===== src/rtl/vga_pg_pkg.sv =====
// Shared constants for the multi-pattern VGA test generator.
//   PAT_*      : pattern indices as carried on o_Pattern
//   ASCII_BASE : command byte for pattern 0 ('0'); '0'..'7' select patterns
//   BAR_RGB    : colour-bar table, one {R,G,B} on/off triple per bar
package vga_pg_pkg;

  localparam logic [2:0] PAT_BLACK = 3'd0;
  localparam logic [2:0] PAT_RED   = 3'd1;
  localparam logic [2:0] PAT_GREEN = 3'd2;
  localparam logic [2:0] PAT_BLUE  = 3'd3;
  localparam logic [2:0] PAT_WHITE = 3'd4;
  localparam logic [2:0] PAT_BARS  = 3'd5;
  localparam logic [2:0] PAT_CHECK = 3'd6;
  localparam logic [2:0] PAT_GRAD  = 3'd7;

  localparam logic [7:0] ASCII_BASE = 8'h30;

  // white, yellow, cyan, green, magenta, red, blue, black
  localparam logic [2:0] BAR_RGB [0:7] = '{
    3'b111, 3'b110, 3'b011, 3'b010, 3'b101, 3'b100, 3'b001, 3'b000
  };

endpackage


===== src/rtl/pattern_gen_multi_sync_to_count.sv =====
// sync_to_count: turns the active-high sync inputs into pixel coordinates
// and forms the first pipeline stage.
//   clk, reset      : pixel clock, synchronous active-high reset
//   hsync, vsync    : raw active-region syncs
//   col, row, bar   : stage-1 coordinates of the pixel sampled last cycle
//   active          : stage-1 hsync & vsync
//   hsync_d/vsync_d : syncs delayed one cycle (reset to 1)
//   boundary        : combinational, high on the cycle vsync falls
module sync_to_count #(
  parameter int ACTIVE_COLS = 640,
  parameter int ACTIVE_ROWS = 480,
  parameter int CW = $clog2(ACTIVE_COLS),
  parameter int RW = $clog2(ACTIVE_ROWS)
) (
  input  logic          clk,
  input  logic          reset,
  input  logic          hsync,
  input  logic          vsync,
  output logic [CW-1:0] col,
  output logic [RW-1:0] row,
  output logic [2:0]    bar,
  output logic          active,
  output logic          hsync_d,
  output logic          vsync_d,
  output logic          boundary
);

  localparam int SUB_N = ACTIVE_COLS / 8;
  localparam int SUB_W = (SUB_N > 1) ? $clog2(SUB_N) : 1;
  localparam logic [SUB_W-1:0] SUB_LAST = SUB_W'(SUB_N - 1);
  localparam logic [CW-1:0]    COL_MAX  = '1;
  localparam logic [RW-1:0]    ROW_MAX  = '1;

  logic [CW-1:0]    col_cnt;
  logic [RW-1:0]    row_cnt;
  logic [SUB_W-1:0] sub_cnt;
  logic [2:0]       bar_cnt;

  // hsync_d/vsync_d double as the edge detectors' previous-sample registers
  assign boundary = vsync_d & ~vsync;

  always_ff @(posedge clk) begin
    if (reset) begin
      col_cnt <= '0;
      row_cnt <= '0;
      sub_cnt <= '0;
      bar_cnt <= '0;
      col     <= '0;
      row     <= '0;
      bar     <= '0;
      active  <= 1'b0;
      hsync_d <= 1'b1;
      vsync_d <= 1'b1;
    end else begin
      col     <= col_cnt;
      row     <= row_cnt;
      bar     <= bar_cnt;
      active  <= hsync & vsync;
      hsync_d <= hsync;
      vsync_d <= vsync;

      if (!hsync) begin
        col_cnt <= '0;
        sub_cnt <= '0;
        bar_cnt <= '0;
      end else begin
        // saturate so an overlong line cannot wrap back to column 0
        if (col_cnt != COL_MAX) col_cnt <= col_cnt + CW'(1);
        if (sub_cnt == SUB_LAST) begin
          sub_cnt <= '0;
          bar_cnt <= bar_cnt + 3'd1;
        end else begin
          sub_cnt <= sub_cnt + SUB_W'(1);
        end
      end

      if (!vsync)
        row_cnt <= '0;
      else if (hsync_d && !hsync && row_cnt != ROW_MAX)
        row_cnt <= row_cnt + RW'(1);
    end
  end

endmodule


===== src/rtl/pattern_gen_multi.sv =====
// pattern_gen_multi: eight-pattern VGA test generator driven by UART bytes.
//   CLK, i_Reset        : pixel clock, synchronous active-high reset
//   i_Byte, i_Byte_DV   : command byte and its one-cycle strobe
//   i_HSync, i_VSync    : active-region syncs from the sync generator
//   o_HSync_PG/VSync_PG : syncs delayed 2 cycles, aligned with colour
//   Red, Green, Blue    : pixel colour, COLOR_BITS per channel
//   o_Pattern           : pattern currently on screen
// A command only sets the pending pattern; it reaches the screen on the
// next vsync fall so a frame is never drawn with two patterns.
module pattern_gen_multi
  import vga_pg_pkg::*;
#(
  parameter int COLOR_BITS  = 3,
  parameter int ACTIVE_COLS = 640,
  parameter int ACTIVE_ROWS = 480,
  parameter int CHECK_SHIFT = 5,
  parameter int GRAD_SHIFT  = 4
) (
  input  logic                  CLK,
  input  logic                  i_Reset,
  input  logic [7:0]            i_Byte,
  input  logic                  i_Byte_DV,
  input  logic                  i_HSync,
  input  logic                  i_VSync,
  output logic                  o_HSync_PG,
  output logic                  o_VSync_PG,
  output logic [COLOR_BITS-1:0] Red,
  output logic [COLOR_BITS-1:0] Green,
  output logic [COLOR_BITS-1:0] Blue,
  output logic [2:0]            o_Pattern
);

  localparam int CW = $clog2(ACTIVE_COLS);
  localparam int RW = $clog2(ACTIVE_ROWS);
  localparam logic [COLOR_BITS-1:0] FULL = '1;

  logic [CW-1:0]         s1_col;
  logic [RW-1:0]         s1_row;
  logic [2:0]            s1_bar;
  logic                  s1_active, s1_hs, s1_vs, boundary;
  logic [2:0]            pending;
  logic                  cmd_ok;
  logic [2:0]            bar_rgb;
  logic [COLOR_BITS-1:0] red_nxt, green_nxt, blue_nxt;
  logic                  unused_coord;

  sync_to_count #(
    .ACTIVE_COLS(ACTIVE_COLS),
    .ACTIVE_ROWS(ACTIVE_ROWS),
    .CW(CW),
    .RW(RW)
  ) u_cnt (
    .clk(CLK),
    .reset(i_Reset),
    .hsync(i_HSync),
    .vsync(i_VSync),
    .col(s1_col),
    .row(s1_row),
    .bar(s1_bar),
    .active(s1_active),
    .hsync_d(s1_hs),
    .vsync_d(s1_vs),
    .boundary(boundary)
  );

  // only a few coordinate bits select colour; the rest exist for debug
  assign unused_coord = ^{s1_col, s1_row};

  // '0'..'7' share the upper five bits of ASCII_BASE
  assign cmd_ok = i_Byte_DV && (i_Byte[7:3] == ASCII_BASE[7:3]);

  always_comb begin
    red_nxt   = '0;
    green_nxt = '0;
    blue_nxt  = '0;
    bar_rgb   = BAR_RGB[s1_bar];
    if (s1_active) begin
      case (o_Pattern)
        PAT_RED:   red_nxt   = FULL;
        PAT_GREEN: green_nxt = FULL;
        PAT_BLUE:  blue_nxt  = FULL;
        PAT_WHITE: begin
          red_nxt   = FULL;
          green_nxt = FULL;
          blue_nxt  = FULL;
        end
        PAT_BARS: begin
          red_nxt   = {COLOR_BITS{bar_rgb[2]}};
          green_nxt = {COLOR_BITS{bar_rgb[1]}};
          blue_nxt  = {COLOR_BITS{bar_rgb[0]}};
        end
        PAT_CHECK: begin
          if (!(s1_col[CHECK_SHIFT] ^ s1_row[CHECK_SHIFT])) begin
            red_nxt   = FULL;
            green_nxt = FULL;
            blue_nxt  = FULL;
          end
        end
        PAT_GRAD:  red_nxt = s1_col[GRAD_SHIFT +: COLOR_BITS];
        default:   ;
      endcase
    end
  end

  always_ff @(posedge CLK) begin
    if (i_Reset) begin
      pending    <= PAT_BLACK;
      o_Pattern  <= PAT_BLACK;
      o_HSync_PG <= 1'b1;
      o_VSync_PG <= 1'b1;
      Red        <= '0;
      Green      <= '0;
      Blue       <= '0;
    end else begin
      // boundary samples the old pending, so a same-cycle byte waits a frame
      if (boundary) o_Pattern <= pending;
      if (cmd_ok)   pending   <= i_Byte[2:0];
      o_HSync_PG <= s1_hs;
      o_VSync_PG <= s1_vs;
      Red        <= red_nxt;
      Green      <= green_nxt;
      Blue       <= blue_nxt;
    end
  end

endmodule


===== config.mk =====
export PLATFORM = sky130hd
export DESIGN_NAME = pattern_gen_multi
export DESIGN_NICKNAME = d
export VERILOG_FILES = /design/src/rtl/vga_pg_pkg.sv /design/src/rtl/pattern_gen_multi_sync_to_count.sv /design/src/rtl/pattern_gen_multi.sv
export SDC_FILE = /design/constraint.sdc
export NUM_CORES = 1
export LEC_CHECK = 0
export BUFFER_PORTS_ARGS = -buffer_cell sky130_fd_sc_hd__buf_2
export CORE_ASPECT_RATIO = 0.5
export CORE_UTILIZATION = 30
export CTS_CLUSTER_DIAMETER = 30
export DETAILED_ROUTE_END_ITERATION = 10
export GPL_TIMING_DRIVEN = 0
export PLACE_DENSITY = 0.56
export SLEW_MARGIN = 30
export SYNTH_ARGS = -nofsm -noshare
export SYNTH_HDL_FRONTEND = slang
export SYNTH_SLANG_ARGS = --single-unit

===== constraint.sdc =====
create_clock -name CLK -period 6.12 [get_ports CLK]
set_clock_uncertainty 0.2 [all_clocks]
set_input_delay 0.306 -clock CLK [delete_from_list [all_inputs] [get_ports CLK]]
set_output_delay 0.306 -clock CLK [all_outputs]
set_load 0.02 [all_outputs]

==> summary.md <==
| Metric | Value |
|---|---|
| Hold crit path type | input port to flop |
| Routed Antenna Nets | 0 |
| Fin crit share | 37.2% |
| Setup TNS | 0 ps |
| Max cap viols | 0 |
| DR iter-0 viols | 115 |
| Post-synthesis compound-gate area fraction | 14.9% |
| Nets | 293 |
| Pwr/cell area | 266 nW/um^2 |
| Area of the multi-input gates | 1050 um^2 |
| Hold depth | 2 |
| RSZ-0062 raised after global routing | false |
| Post-synthesis mux area share | 2.29% |
| Final Wtd Congestion | 0.696 |
| P_int | 0.557 mW |
| Area of the mapped netlist | 2180 um^2 |
| Post-synth top area cell | dfxtp_1 |
| Maximum VDD drop | 0.000108 V |
| Grt ovf | 0 |
| Fill cells | 675 |
| Pre-CTS setup slack | 3870 ps |
| Reg-to-reg setup timing slack | 3840 ps |
| CTS Buf Count | 5 |
| H-tree Lvls | 2 |
| Clock latency on the worst-skew pair | 290 ps |
| Sw Share | 19.6% |
| Top-count cell post-synth | dfxtp_1 |
| Routed vias | 1,821 |
| Most instantiated cells after synthesis | 52 x dfxtp_1, 21 x a21oi_1, 18 x nand2_1 |
| Starting Density | 31.8% |
| Reg2Reg Depth | 8 |
| CTS Root Cell | clkbuf_16 |
| Endpoints failing setup | 0 |
| I/O pin count | 27 |
| Yosys cell types | 40 |
| Share of layout cells above drive strength 1 | 16.3% |
| Post-CTS Setup Inserts | 0 |
| CP startpoint kind | flop |
| Wirelength per Cell | 11.7 um |
| Warnings from Yosys | 0 |
| Crit path DAT | 2300 ps |
| # diodes | 0 |
| Worst slew pin tran | 595 ps |
| DRC violations left | 0 |
| Total routed wirelength | 4.31 mm |
| Largest net degree at the start of global routing | 17 |
| Final Power | 0.693 mW |
| Pre-antenna DRT Iters | 5 |
| Port bufs | 26 |
| Syn Nets | 260 |
| Vias in the first global route | 1,729 |
| Syn Inst Count | 242 |
| Psw | 0.136 mW |
| Static leakage | 0.941 nW |
| Area Growth Syn to Fin | 19.4% |
| Global-route wire length before repair | 7.50 mm |
| Post-CTS resize count | 0 |
| TritonCTS clock tree | done |
| Die Ht | 62.3 um |
| Initial antenna violation count | 0 |
| Clock power share | 46.8% |
| Main synth FF type | dfxtp_1 |
| Seq pwr share | 49.7% |
| Sink Count | 52 |
| Gr usage total | 12.2% |
| Synth area leaders | dfxtp_1 48%, a21oi_1 4.8%, o21ai_0 3.7% |
| Synth Area in Adders | 2.87% |
| Relative slew slack | 59.9% |
| Std cell rows | 21 |
| Clock slew at reported path FFs | 70 ps |
| Post-synth EDFFs | 0 |
| Seq cells post-synth | 52 |
| Reg area | 1040 um^2 |
| Classification of the worst setup path | flop to flop |
| Post-CTS Hold Buffers | 0 |
| Peak fanout along the critical path | 7 |
| Core footprint | 6860 um^2 |
| Asr flop ratio synth | 0% |
| Fmax | 439 MHz |
| XOR/XNOR Fraction of Synth Area | 2.41% |
| Syn_area_per_cell | 9.02 um^2 |
| Hold Vio Cnt, Final | 0 |
| Chip Width | 123 um |
| Seq/Total Area, Yosys | 47.7% |
| Post-Synth Simple-Gate Area | 25.5% |
| Hpwl dp | 3.15 mm |
| Share of the synthesized area in the top cell type | 47.7% |
| Data required, critical path | 6140 ps |
| Fin crit period | 2280 ps |
| Max-slew violations | 0 |
| CP endpoint kind | flop |
| Clk buf depth | 2 |
| Status | complete, no violations |
| Routed vias/inst | 4.95 |
| Logic pwr share | 3.5% |
| Largest family of logic cells by synthesized area | simple AND/OR/NAND/NOR gates |
| Die ar. | 7640 um^2 |
| Min setup slack post-route | 3840 ps |
power groups by stage:
stage          clock (mW)  combinational (mW)  sequential, mW
2_1_floorplan           0              0.0144           0.352
3_3_place_gp            0              0.0235           0.352
3_5_place_dp            0              0.0243           0.352
4_1_cts             0.333              0.0244           0.344
5_1_grt             0.347              0.0276           0.344
6_report            0.324              0.0242           0.344
final cells by class:
cell class	count	share of cell area, %
Multi-Input combinational cell	169	40.2
Clock inverter	2	1.49
Timing Repair Buffer	26	5.00
Clock buffer	6	5.33
Inverter	8	1.15
Sequential cell	52	40.0
Buffer	13	2.50
Tap cell	92	4.42
cells by family (layout without fill, tap and decap cells):
family / Yosys count / after routing
DFF: 52 / 52
buffers and inverters: 21 / 55
and+or+nand+nor: 97 / 97
muxes: 5 / 5
adders and majority gates: 5 / 5
xor gates and xnor gates: 6 / 6
AOI/OAI and AO/OA: 56 / 56
flip-flops by register name, indices dropped and copies added (netlist names):
| signal | count |
|---|---|
| u_cnt.col_cnt | 10 |
| u_cnt.row_cnt | 9 |
| u_cnt.sub_cnt | 7 |
| Red | 3 |
| o_Pattern | 3 |
| pending | 3 |
| u_cnt.bar | 3 |
| u_cnt.bar_cnt | 3 |
| u_cnt.col | 3 |
| Blue | 1 |
| Green | 1 |
| o_HSync_PG | 1 |
| o_VSync_PG | 1 |
| u_cnt.active | 1 |
| u_cnt.hsync_d | 1 |
| u_cnt.row | 1 |
| u_cnt.vsync_d | 1 |
placed cells by master (no fill, tap or decap), types with 4 or more instances in the layout:
| master | count |
|---|---|
| a21oi_1 | 21 |
| a31oi_1 | 7 |
| buf_2 | 27 |
| buf_4 | 4 |
| clkbuf_1 | 8 |
| clkbuf_16 | 5 |
| dfxtp_1 | 52 |
| ha_1 | 5 |
| inv_1 | 8 |
| mux2i_1 | 5 |
| nand2_1 | 18 |
| nand2b_1 | 5 |
| nand3_1 | 12 |
| nor2_1 | 11 |
| nor2b_1 | 10 |
| o21ai_0 | 16 |
| or2_2 | 6 |
| or3_1 | 8 |
| xnor2_1 | 5 |
metal layers:
layer,share of wire [%],global-route usage [%]
met5,0,0
met4,1.2,4.73
met3,2.3,2.76
met2,46,20.1
met1,50,15.4
worst max-delay path, stage by stage, from the launching register on:
cell and delay (ps):
dfxtp_1 340, ha_1 220, nand2_1 70, nor3_1 40, ha_1 220, or3b_1 340
buf_2 170, or4_1 470, a21oi_1 150
through the flow:
stage	util, %	hold slack (ps)	std cells	cell area, um^2
3_5_place_dp	35.4	236	360	2430
5_1_grt	38.0	69.8	368	2610
4_1_cts	38.0	59.9	368	2610
6_report	38.0	61.3	368	2610
3_3_place_gp	35.4	229	360	2430
2_1_floorplan	-	210	242	2180
worst paths after layout:
path	from	endpoint
max	u_cnt.row_cnt[0]	u_cnt.row_cnt[5]
min	i_VSync	u_cnt.vsync_d
max reg2reg	u_cnt.row_cnt[0]	u_cnt.row_cnt[5]
min reg2reg	u_cnt.sub_cnt[0]	u_cnt.sub_cnt[0]
No activity file was read; power rests on OpenSTA's default activity.
